**src/rtl/vc_fifo.sv**
```systemverilog
// vc_fifo: per-virtual-channel word buffer downstream of the main-FIFO pop
// flow control. It stores demultiplexed words, returns them on pop with a
// registered read port, and raises pause back-pressure as the buffer fills.
module vc_fifo #(
  parameter int unsigned DATA_WIDTH = 6,
  parameter int unsigned ADDR_WIDTH = 2
) (
  input  logic                  clk,
  input  logic                  reset_L,
  input  logic                  push,
  input  logic [DATA_WIDTH-1:0] data_in,
  input  logic                  pop,
  input  logic [ADDR_WIDTH:0]   afull_thr,
  input  logic [ADDR_WIDTH:0]   aempty_thr,
  output logic [DATA_WIDTH-1:0] data_out,
  output logic                  valid_out,
  output logic                  full,
  output logic                  empty,
  output logic                  pause,
  output logic                  almost_empty,
  output logic                  error
);

  localparam int unsigned Depth = 1 << ADDR_WIDTH;
  localparam logic [ADDR_WIDTH:0] DepthCnt = (ADDR_WIDTH+1)'(Depth);

  logic [DATA_WIDTH-1:0] r_mem [Depth];
  logic [ADDR_WIDTH-1:0] r_wr_ptr;
  logic [ADDR_WIDTH-1:0] r_rd_ptr;
  logic [ADDR_WIDTH:0]   r_count;
  logic [DATA_WIDTH-1:0] r_data_out;
  logic                  r_valid_out;
  logic                  r_error;

  logic                  w_push_ok;
  logic                  w_pop_ok;
  logic                  w_err_evt;
  logic [ADDR_WIDTH:0]   w_count_d;

  // Status flags depend only on the registered count, never on push/pop.
  assign full         = (r_count == DepthCnt);
  assign empty        = (r_count == '0);
  assign pause        = (r_count >= afull_thr);
  assign almost_empty = (r_count <= aempty_thr);

  assign data_out  = r_data_out;
  assign valid_out = r_valid_out;
  assign error     = r_error;

  // A push into a full buffer is still accepted when a pop frees a slot
  // in the same cycle; a pop from an empty buffer never bypasses a push.
  assign w_push_ok = push && (!full || pop);
  assign w_pop_ok  = pop && !empty;
  assign w_err_evt = (push && full && !pop) || (pop && empty);

  // Next occupancy: simultaneous accepted push and pop cancel out.
  always_comb begin
    w_count_d = r_count;
    if (w_push_ok && !w_pop_ok) begin
      w_count_d = r_count + (ADDR_WIDTH+1)'(1);
    end else if (!w_push_ok && w_pop_ok) begin
      w_count_d = r_count - (ADDR_WIDTH+1)'(1);
    end
  end

  // Storage array; left unreset since stale words are unreachable.
  always_ff @(posedge clk) begin
    if (w_push_ok) begin
      r_mem[r_wr_ptr] <= data_in;
    end
  end

  // Pointers, occupancy, registered read port and sticky error flag.
  always_ff @(posedge clk or negedge reset_L) begin
    if (!reset_L) begin
      r_wr_ptr    <= '0;
      r_rd_ptr    <= '0;
      r_count     <= '0;
      r_data_out  <= '0;
      r_valid_out <= 1'b0;
      r_error     <= 1'b0;
    end else begin
      r_count     <= w_count_d;
      r_valid_out <= w_pop_ok;
      if (w_push_ok) begin
        r_wr_ptr <= r_wr_ptr + ADDR_WIDTH'(1);
      end
      if (w_pop_ok) begin
        // Reads the old word even when the same slot is rewritten this edge.
        r_data_out <= r_mem[r_rd_ptr];
        r_rd_ptr   <= r_rd_ptr + ADDR_WIDTH'(1);
      end
      if (w_err_evt) begin
        r_error <= 1'b1;
      end
    end
  end

endmodule

```
**config.mk**
```make
export PLATFORM = sky130hd
export DESIGN_NAME = vc_fifo
export DESIGN_NICKNAME = d
export VERILOG_FILES = /design/src/rtl/vc_fifo.sv
export SDC_FILE = /design/constraint.sdc
export NUM_CORES = 1
export LEC_CHECK = 0
export ABC_CLOCK_PERIOD_IN_PS = 1900
export CAP_MARGIN = 20
export CELL_PAD_IN_SITES_DETAIL_PLACEMENT = 0
export CELL_PAD_IN_SITES_GLOBAL_PLACEMENT = 1
export CORE_UTILIZATION = 39
export DETAILED_ROUTE_END_ITERATION = 12
export PLACE_DENSITY_LB_ADDON = 0.3
export SYNTH_ARGS = -nofsm -noshare
export SYNTH_HDL_FRONTEND = slang
export SYNTH_SLANG_ARGS = --single-unit
```
**constraint.sdc**
```tcl
create_clock -name clk -period 1.9 [get_ports clk]
set_input_delay 0.38 -clock clk [delete_from_list [all_inputs] [get_ports clk]]
set_output_delay 0.38 -clock clk [all_outputs]
set_load 0.01 [all_outputs]
```
==> results.toml, run 1 <==
[run_status]
run_status = "finished, violations left"
violated_checks = "negative setup slack"

[setup_path]
timing_worst_setup_path_type = "reg2out"
critPathTopFamily = "flip-flops"
reg2reg_setup_slack_ns = -0.08
reg2reg_from = "r_count[0]"
crit_required_ns = 1.52
setup.worst_path.start_class = "register"
worst_path_max_delay_cell = "sky130_fd_sc_hd__dfrtp_2"
critical_path_data_arrival_time_ns = 1.61
critical_path.cell_chain = "buf_4 > ha_4 > nor2b_1 > o21a_1 > o21ai_1 > buf_2"
critical_path.reg2reg.endpoint = "r_count[1]"
timing.critical_path.buf_inv = 2
critical_path.max_stage_delay_ns = 0.41
timing.critical_path.to_type = "output port"
worst_r2r_path_depth = 8
path_max_fanout = 2

[grt]
grt_usage_pct = 15.91
globalRouteOverflowTotal = 0
antenna_found_initial = 0
grt_first_pass_wirelength_um = 5257
grt_pass1_vias = 1110
pin_count_of_the_biggest_net_entering_global_routing = 16

[sta]
finalMaxSlewViolations = 0
finalSetupViolations = 4
worst-slew-pin-transition_ns = 0.7004
grt_setup_unrepaired = "true"
final_min_period_over_clock_period_pct = 104.8
skew_ns = 0.006513
timing.final.crit_period_ns = 1.991
maximum_clock_frequency_ghz = 0.5023
timing.setup.tns_ns = -0.2207
report.final.hold_viol_count = 0
final.setup.worst_slack_ns = -0.09089
timing.max_slew.rel_slack_pct = 53.16

[cts]
clock_sinks = 39
cts_htree_levels = 2
cts.clk_slew.worst_paths_ns = 0.07
tritoncts = "done"
cts.path.max_buffers = 2
worst_skew_pair_later_pin_latency_ns = 0.28
numCtsBuffers = 5
clk_root_buffer_cell = "sky130_fd_sc_hd__clkbuf_8"

[min_path]
timing.hold.worst.start = "data_out[5]"
whs_path_depth = 2
timing.hold.worst_endpoint = "data_out[5]"
hold_class = "reg2reg"

[route]
vias = 1064
drtIter0Drc = 65
wl_per_cell_um = 14.65
drt_pass1_iterations = 4
route.detailed.drc = 0
antenna_left = 0
vias_per_cell = 4.903
route.final.wire_length_um = 3179

[power_and_ir_drop]
power.leakage_nw = 1.019
power_density_mw_per_mm2 = 1521
irDropWorstVdd_mv = 0.6105

[synth]
yosys_warnings = 0
syn-instance-count = 114
synthDistinctLibCells = 28
syn-cell-area_mm2 = 0.001743
synth_sequential_area_ratio_pct = 62.89
synth_seq_cells = 39
syn-num-nets = 142
syn_area_per_cell_um2 = 15.29

[die]
initial_standard_cell_utilization_of_the_core_pct = 42.06
num_ports = 28
chipHeight_um = 68.85
placement_rows = 23
dieArea_mm2 = 0.004740
core_mm2 = 0.004144
die_width_um = 68.85

[run]
maxCapViolCount = 0

[layout]
flow.area_growth_from_synthesis_pct = 38.62
num_antenna_cells = 0
final_layout_size_suffix_gt1_share_pct = 34.73
most_common_cell_after_layout_fill_and_taps_aside = "sky130_fd_sc_hd__edfxtp_1"
finalNonFillerCells = 217
final_net_count = 194
final_cell_mix = "24 x sky130_fd_sc_hd__edfxtp_1, 20 x sky130_fd_sc_hd__clkdlybuf4s50_1, 19 x sky130_fd_sc_hd__nand2_1"

[place]
port_buffers = 27
numPlacedInstances = 199
detailedPlacementHpwl_um = 2245
globalplace.congestion = 0.6608
==> layer usage <==
layer	GRT usage [%]	share of wire, %	vias to the layer above
li1	-	-	502
met1	19.76	45	532
met2	26.70	49	26
met3	4.276	5.1	4
met4	5.357	0.91	0
met5	0	0	-
==> area by class of cell <==
class	count	area, um^2
well taps	50	62.56
inverters	10	40.04
clock buffers	6	72.57
fillers	330	1728
flip-flops and latches	39	1100
repair buffers	47	419.2
multi-input cells	63	661.9
clock inverters	2	60.06
==> flip-flops by register name, summed over array words and instances (netlist names) <==
signal,count
data_out,6
error,1
r_count,3
r_mem,24
r_rd_ptr,2
r_wr_ptr,2
valid_out,1
==> through the flow <==
| stage | instance area (um^2) | hold slack, ns | util, % | setup WS, ns | power, mW |
|---|---|---|---|---|---|
| 4_1_cts | 2341 | 0.4841 | 56.49 | -0.2016 | 3.600 |
| 5_1_grt | 2416 | 0.5075 | 58.30 | -0.1484 | 3.941 |
| 6_report | 2416 | 0.4778 | 58.30 | -0.09089 | 3.674 |
| 3_5_place_dp | 2151 | 0.4654 | 51.90 | -0.6664 | 2.705 |
| 3_3_place_gp | 2151 | 0.4605 | 51.90 | -0.5921 | 2.635 |
| 2_1_floorplan | 1752 | 0.08441 | - | -0.08773 | 2.124 |
==> kinds of logic after synthesis <==
family | share of synthesized area (%)
flops | 62.89
simple gates | 8.399
buf+inv | 2.799
fa+ha+maj | 9.045
compound gates | 4.594
mux | 9.260
xor+xnor | 3.015
==> worst max-delay path by stage <==
stage	to	slack (ns)	start	depth (start not counted)
after global routing	almost_empty	-0.15	r_count[1]	6
final	almost_empty	-0.09	r_count[1]	6
after CTS	almost_empty	-0.20	aempty_thr[1]	7
after floorplan	r_count[2]	-0.09	r_count[0]	7
after detailed placement	almost_empty	-0.67	aempty_thr[1]	7
after global placement	almost_empty	-0.59	aempty_thr[1]	7
==> report_power, final <==
group	total (mW)	switching (mW)	leakage (nW)	internal, mW
Clock	0.799	0.275	0.0654	0.525
Sequential	1.35	0.180	0.393	1.17
Combinational	1.53	0.636	0.561	0.890
==> tightest hold or removal path: stages, from the launching register on <==
cell and delay [ns]:
sky130_fd_sc_hd__dfrtp_1 0.35, sky130_fd_sc_hd__nand2_1 0.05, sky130_fd_sc_hd__nand2_1 0.05
==> repair_timing <==
item	4_1_cts	5_1_grt
setup buffers	6	4
hold buffers	0	0
pin swaps	10	2
resized for setup	19	9
setup endpoints to repair	6	4
==> synthesized netlist by cell type <==
cell type,count,area (um^2)
sky130_fd_sc_hd__a21boi_4,1,18.77
sky130_fd_sc_hd__a21o_1,2,15.01
sky130_fd_sc_hd__a21oi_1,1,5.000
sky130_fd_sc_hd__and2_2,4,30.03
sky130_fd_sc_hd__buf_1,1,3.750
sky130_fd_sc_hd__buf_2,1,5.000
sky130_fd_sc_hd__dfrtp_1,15,375.4
sky130_fd_sc_hd__edfxtp_1,24,720.7
sky130_fd_sc_hd__fa_1,1,20.02
sky130_fd_sc_hd__ha_1,11,137.6
sky130_fd_sc_hd__inv_1,9,33.78
sky130_fd_sc_hd__inv_4,1,6.260
sky130_fd_sc_hd__mux2_2,1,11.26
sky130_fd_sc_hd__mux2_4,1,15.01
sky130_fd_sc_hd__mux4_2,6,135.1
sky130_fd_sc_hd__nand2_1,19,71.32
sky130_fd_sc_hd__nand2b_1,1,6.260
sky130_fd_sc_hd__nand3_1,1,5.000
sky130_fd_sc_hd__nor2_1,1,3.750
sky130_fd_sc_hd__nor2b_1,1,6.260
sky130_fd_sc_hd__nor3_1,1,5.000
sky130_fd_sc_hd__nor3b_4,1,18.77
sky130_fd_sc_hd__o21a_1,1,7.510
sky130_fd_sc_hd__o21ai_0,1,5.000
sky130_fd_sc_hd__o21bai_1,1,7.510
sky130_fd_sc_hd__o31ai_4,1,21.27
sky130_fd_sc_hd__xnor2_1,4,35.03
sky130_fd_sc_hd__xor2_1,2,17.52
(Power assumes the default switching activity.)
==> run 2, diff against run 1 <==
--- a/config.mk
+++ b/config.mk
@@ -5,11 +5,11 @@
 export SDC_FILE = /design/constraint.sdc
 export NUM_CORES = 1
 export LEC_CHECK = 0
-export ABC_CLOCK_PERIOD_IN_PS = 1900
+export ABC_CLOCK_PERIOD_IN_PS = 2000
 export CAP_MARGIN = 20
 export CELL_PAD_IN_SITES_DETAIL_PLACEMENT = 0
 export CELL_PAD_IN_SITES_GLOBAL_PLACEMENT = 1
-export CORE_UTILIZATION = 39
+export CORE_UTILIZATION = 40
 export DETAILED_ROUTE_END_ITERATION = 12
 export PLACE_DENSITY_LB_ADDON = 0.3
 export SYNTH_ARGS = -nofsm -noshare
==> constraint.sdc (replaced) <==
create_clock -name clk -period 2 [get_ports clk]
set_input_delay 0.4 -clock clk [delete_from_list [all_inputs] [get_ports clk]]
set_output_delay 0.4 -clock clk [all_outputs]
set_load 0.01 [all_outputs]
==> results.toml, run 2 (synthesis results as in run 1) <==
[sta]
finalSetupViolations = 0
maximum_clock_frequency_ghz = 0.5029
finalMaxSlewViolations = 0
skew_ns = 0.003243
final_hold_slack_ns = 0.4217
worst-slew-pin-transition_ns = 0.4534
final.setup.worst_slack_ns = 0.01171
report.final.hold_viol_count = 0
final_min_period_over_clock_period_pct = 99.41
timing.final.crit_period_ns = 1.988
timing.max_slew.rel_slack_pct = 69.78
grt_setup_unrepaired = "true"

[die]
placement_rows = 23
core_mm2 = 0.004086
num_ports = 28
dieArea_mm2 = 0.004625
chipHeight_um = 68.01
initial_standard_cell_utilization_of_the_core_pct = 42.65
die_width_um = 68.01

[layout]
final_net_count = 189
num_antenna_cells = 0
most_common_cell_after_layout_fill_and_taps_aside = "sky130_fd_sc_hd__edfxtp_1"
largest_reg_flops = 24
final_layout_size_suffix_gt1_share_pct = 31.48
final_cell_mix = "24 x sky130_fd_sc_hd__edfxtp_1, 20 x sky130_fd_sc_hd__clkdlybuf4s50_1, 19 x sky130_fd_sc_hd__nand2_1"
max_flop_register = "r_mem"
layout.filler_cells = 336
flow.area_growth_from_synthesis_pct = 36.32

[grt]
globalRouteMet2Util_pct = 25.86
globalRouteOverflowTotal = 0
grt_use_met3_pct = 4.833
global_route_track_usage_on_met1_pct = 17.87
antenna_found_initial = 0
grt_busiest_layer = "met2"
grt_first_pass_wirelength_um = 4795
grt_pass1_vias = 999
grt_usage_pct = 15.37
pin_count_of_the_biggest_net_entering_global_routing = 16

[min_path]
hold_class = "in2async"

[setup_path]
critPathTopFamily = "adder cells"
crit_top_cell = "sky130_fd_sc_hd__buf_6"
startpoint = "r_count[1]"
critical_path.cell_chain = "buf_6 > nor3b_4 > buf_6 > a21boi_4 > ha_4 > inv_2 > fa_2 > mux2_4"
timing.critical_path.buf_inv = 3
timing_worst_setup_path_type = "reg2reg"
critical_path_data_arrival_time_ns = 2.16
worst_path_max_delay_cell = "sky130_fd_sc_hd__fa_2"
crit_required_ns = 2.17
timing.critical_path.to_type = "register"
critical_path.max_stage_delay_ns = 0.42
setup.worst_path.start_class = "register"
path_max_fanout = 5
reg2reg_from = "r_count[1]"

[place]
dp_worst_setup_slack_ns = -0.6004
port_buffers = 27
detailedPlacementHpwl_um = 2082
globalplace.congestion = 0.6538

[route]
antenna_left = 0
route.detailed.drc = 0
route.final.wire_length_um = 3043
drtIter0Drc = 40
vias = 1005
wl_per_cell_um = 14.35
vias_per_cell = 4.741
drt_pass1_iterations = 3

[cts]
numCtsBuffers = 5
cts.path.max_buffers = 2
tritoncts = "done"
cts.clk_slew.worst_paths_ns = 0.07
clk_root_buffer_cell = "sky130_fd_sc_hd__clkbuf_8"
clock_sinks = 39
cts_htree_levels = 2
worst_skew_pair_later_pin_latency_ns = 0.28
holdBufCountCts = 0

[power_and_ir_drop]
irDropWorstVdd_mv = 0.7883
power_density_mw_per_mm2 = 1434
power.leakage_nw = 1.008

[run]
maxCapViolCount = 0

[run_status]
run_status = "completed"
==> run 2: area by class of cell <==
| type | instances | area [um^2] | share of cell area [%] |
|---|---|---|---|
| Clock buffer | 6 | 72.57 | 3.054 |
| Clock inverter | 2 | 60.06 | 2.528 |
| Inverter | 10 | 40.04 | 1.685 |
| Multi-Input combinational cell | 63 | 656.9 | 27.65 |
| Sequential cell | 39 | 1099 | 46.23 |
| Tap cell | 50 | 62.56 | 2.633 |
| Timing Repair Buffer | 42 | 385.4 | 16.22 |
==> run 2: worst paths after layout <==
| path | endpoint | slack [ns] | depth (start not counted) |
|---|---|---|---|
| setup / recovery | r_count[1] | 0.01 | 8 |
| hold / removal | r_wr_ptr[0] | 0.42 | 2 |
| setup reg to reg | r_count[1] | 0.01 | 8 |
| hold reg to reg | data_out[5] | 0.48 | 2 |
| max in group asynchronous | r_count[0] | 1.38 | 2 |
| min in group clk | data_out[5] | 0.48 | 2 |
==> run 2: worst register-to-register path, delay by kind of cell (launching register included) <==
kind	cells	cell delay, ns
AO/OA/AOI/OAI	1	0.06
adder cells (fa/ha/maj)	2	0.59
buffers and inverters	3	0.34
flip-flops	1	0.41
multiplexers	1	0.28
AND/OR/NAND/NOR	1	0.21
==> run 2: per-layer routing <==
layer	wire length, um	vias up
met3	142	4
met5	0	-
met2	1577	25
met4	37	0
met1	1286	488
li1	-	488
==> run 2: what timing repair did <==
item | 4_1_cts | 5_1_grt
setup buffers | 2 | 3
pin swaps | 6 | 5
setup endpoints to repair | 5 | 5
gates resized for setup | 17 | 10
gates cloned | 0 | 0
==> run 2: metrics by stage <==
| stage | setup TNS [ns] | area (um^2) | utilization (%) | power (mW) | cells |
|---|---|---|---|---|---|
| 2_1_floorplan | 0 | 1750 | - | 2.014 | 114 |
| 3_3_place_gp | -1.245 | 2150 | 52.60 | 2.493 | 199 |
| 3_5_place_dp | -1.375 | 2150 | 52.60 | 2.538 | 199 |
| 4_1_cts | 0 | 2298 | 56.25 | 3.317 | 209 |
| 5_1_grt | -0.1462 | 2376 | 58.14 | 3.662 | 212 |
| 6_report | 0 | 2376 | 58.14 | 3.408 | 212 |
==> run 2: power breakdown <==
group / total (mW) / switching, mW / internal, mW / leakage (nW)
combinational: 1.37 / 0.567 / 0.799 / 0.548
sequential: 1.28 / 0.176 / 1.11 / 0.394
clock: 0.756 / 0.258 / 0.498 / 0.0654
==> run 3, diff against run 2 <==
--- a/config.mk
+++ b/config.mk
@@ -5,7 +5,7 @@
 export SDC_FILE = /design/constraint.sdc
 export NUM_CORES = 1
 export LEC_CHECK = 0
-export ABC_CLOCK_PERIOD_IN_PS = 2000
+export ABC_CLOCK_PERIOD_IN_PS = 2500
 export CAP_MARGIN = 20
 export CELL_PAD_IN_SITES_DETAIL_PLACEMENT = 0
 export CELL_PAD_IN_SITES_GLOBAL_PLACEMENT = 1
==> constraint.sdc (replaced) <==
create_clock -name clk -period 2.5 [get_ports clk]
set_input_delay 0.5 -clock clk [delete_from_list [all_inputs] [get_ports clk]]
set_output_delay 0.5 -clock clk [all_outputs]
set_load 0.01 [all_outputs]
==> results.toml, run 3 (synthesis results as in run 1) <==
[grt]
grt_usage_pct = 14.44
grt_first_pass_wirelength_um = 4547
grt_pass1_vias = 965
globalRouteOverflowTotal = 0
antenna_found_initial = 0
pin_count_of_the_biggest_net_entering_global_routing = 16

[cts]
numCtsBuffers = 5
clk_root_buffer_cell = "sky130_fd_sc_hd__clkbuf_8"
cts_htree_levels = 2
cts.path.max_buffers = 2
holdBufCountCts = 0
cts_post_setup_buffers_inserted = 0
cts.clk_slew.worst_paths_ns = 0.08
worst_skew_pair_later_pin_latency_ns = 0.29
tritoncts = "done"
clock_sinks = 39

[die]
die_width_um = 68.01
chipHeight_um = 68.01
num_ports = 28
dieArea_mm2 = 0.004625
initial_standard_cell_utilization_of_the_core_pct = 42.65
core_mm2 = 0.004086
placement_rows = 23

[layout]
max_flop_register = "r_mem"
final_layout_size_suffix_gt1_share_pct = 19.21
multi_input_area_um2 = 598.1
final_cell_mix = "25 x sky130_fd_sc_hd__clkdlybuf4s50_1, 24 x sky130_fd_sc_hd__edfxtp_1, 19 x sky130_fd_sc_hd__nand2_1"
num_antenna_cells = 0
regArea_mm2 = 0.001096
final_net_count = 178
layout.filler_cells = 346
most_common_cell_after_layout_fill_and_taps_aside = "sky130_fd_sc_hd__clkdlybuf4s50_1"
finalNonFillerCells = 201
flow.area_growth_from_synthesis_pct = 25.05
largest_reg_flops = 24

[power_and_ir_drop]
power_density_mw_per_mm2 = 1073
irDropWorstVdd_mv = 0.5096
fin_total_pwr_mw = 2.339
power.leakage_nw = 0.8911

[setup_path]
crit_required_ns = 2.00
timing.critical_path.to_type = "output port"
path_max_fanout = 1
timing_worst_setup_path_type = "in2out"
setup.worst_path.start_class = "input pin"
critical_path_data_arrival_time_ns = 1.92

[min_path]
hold_class = "reg2reg"

[place]
dp_worst_setup_slack_ns = -0.2603
detailedPlacementHpwl_um = 2086
numPlacedInstances = 193
globalplace.congestion = 0.6878
port_buffers = 27

[sta]
grt_setup_unrepaired = "false"
finalSetupViolations = 0
timing.max_slew.rel_slack_pct = 50.32
final.setup.worst_slack_ns = 0.07942
finalMaxSlewViolations = 0
report.final.hold_viol_count = 0
worst-slew-pin-transition_ns = 0.7428
final_min_period_over_clock_period_pct = 96.82
timing.setup.tns_ns = 0
skew_ns = 0.006237
maximum_clock_frequency_ghz = 0.4131
final_hold_slack_ns = 0.4777
timing.final.crit_period_ns = 2.421

[route]
antenna_left = 0
vias = 965
wl_per_cell_um = 14.57
route.detailed.drc = 0
drtIter0Drc = 19
vias_per_cell = 4.801
route.final.wire_length_um = 2928
drt_pass1_iterations = 3

[run]
maxCapViolCount = 0

[run_status]
run_status = "completed"
-- run 3: cell types whose count changed in the layout (fill, tap and decap cells not counted), sizes merged --
cell,previous run,this run
dlymetal6s2s,1,0
clkinv,0,1
bufinv,2,0
dlygate4sd2,4,1
buf,17,4
clkinvlp,0,2
clkdlybuf4s50,20,25
-- run 3: cell type report --
type / count / share of cell area (%)
repair buffers: 31 / 13.49
clock buffers: 5 / 3.157
multi-input cells: 63 / 27.44
well taps: 50 / 2.870
inverters: 10 / 1.837
clock inverters: 3 / 0.9185
flip-flops and latches: 39 / 50.29
-- run 3: stage by stage --
step | instance area (um^2) | util [%]
global placement | 2097 | 51.32
finish | 2180 | 53.34
detailed placement | 2097 | 51.32
global route | 2180 | 53.34
CTS | 2183 | 53.43
floorplan | 1743 | -
-- run 3: worst paths after layout --
kind | from | to | slack, ns | depth (start not counted)
max | afull_thr[0] | pause | 0.08 | 6
min | data_out[0] | data_out[0] | 0.48 | 2
max reg2reg | r_count[1] | r_count[1] | 0.47 | 7
min reg2reg | data_out[0] | data_out[0] | 0.48 | 2
max in group asynchronous | reset_L | r_rd_ptr[1] | 1.39 | 1
min in group asynchronous | reset_L | data_out[5] | 0.65 | 1
-- run 3: repair_timing --
action	in CTS	in global routing
gates cloned	0	0
setup endpoints to repair	2	1
gates resized for setup	2	2
-- run 3: routing by layer --
| metal | global-route usage (%) | up-vias | share of wire, % |
|---|---|---|---|
| met2 | 24.02 | 23 | 50 |
| met1 | 16.45 | 466 | 43 |
| met4 | 7.031 | 0 | 1.9 |
| met5 | 0 | - | 0 |
| met3 | 5.000 | 5 | 5.3 |
| li1 | - | 471 | - |
-- run 3: critical path: stages --
cell and delay, ns:
sky130_fd_sc_hd__clkdlybuf4s50_1 0.40, sky130_fd_sc_hd__ha_1 0.28, sky130_fd_sc_hd__nand2b_1 0.14, sky130_fd_sc_hd__a21o_1 0.17, sky130_fd_sc_hd__a21o_1 0.16, sky130_fd_sc_hd__dlygate4sd2_1 0.27
-- run 3: power breakdown --
group | switching (mW) | internal (mW)
Clock | 0.223 | 0.194
Sequential | 0.142 | 0.883
Combinational | 0.397 | 0.500
Total | 0.762 | 1.58
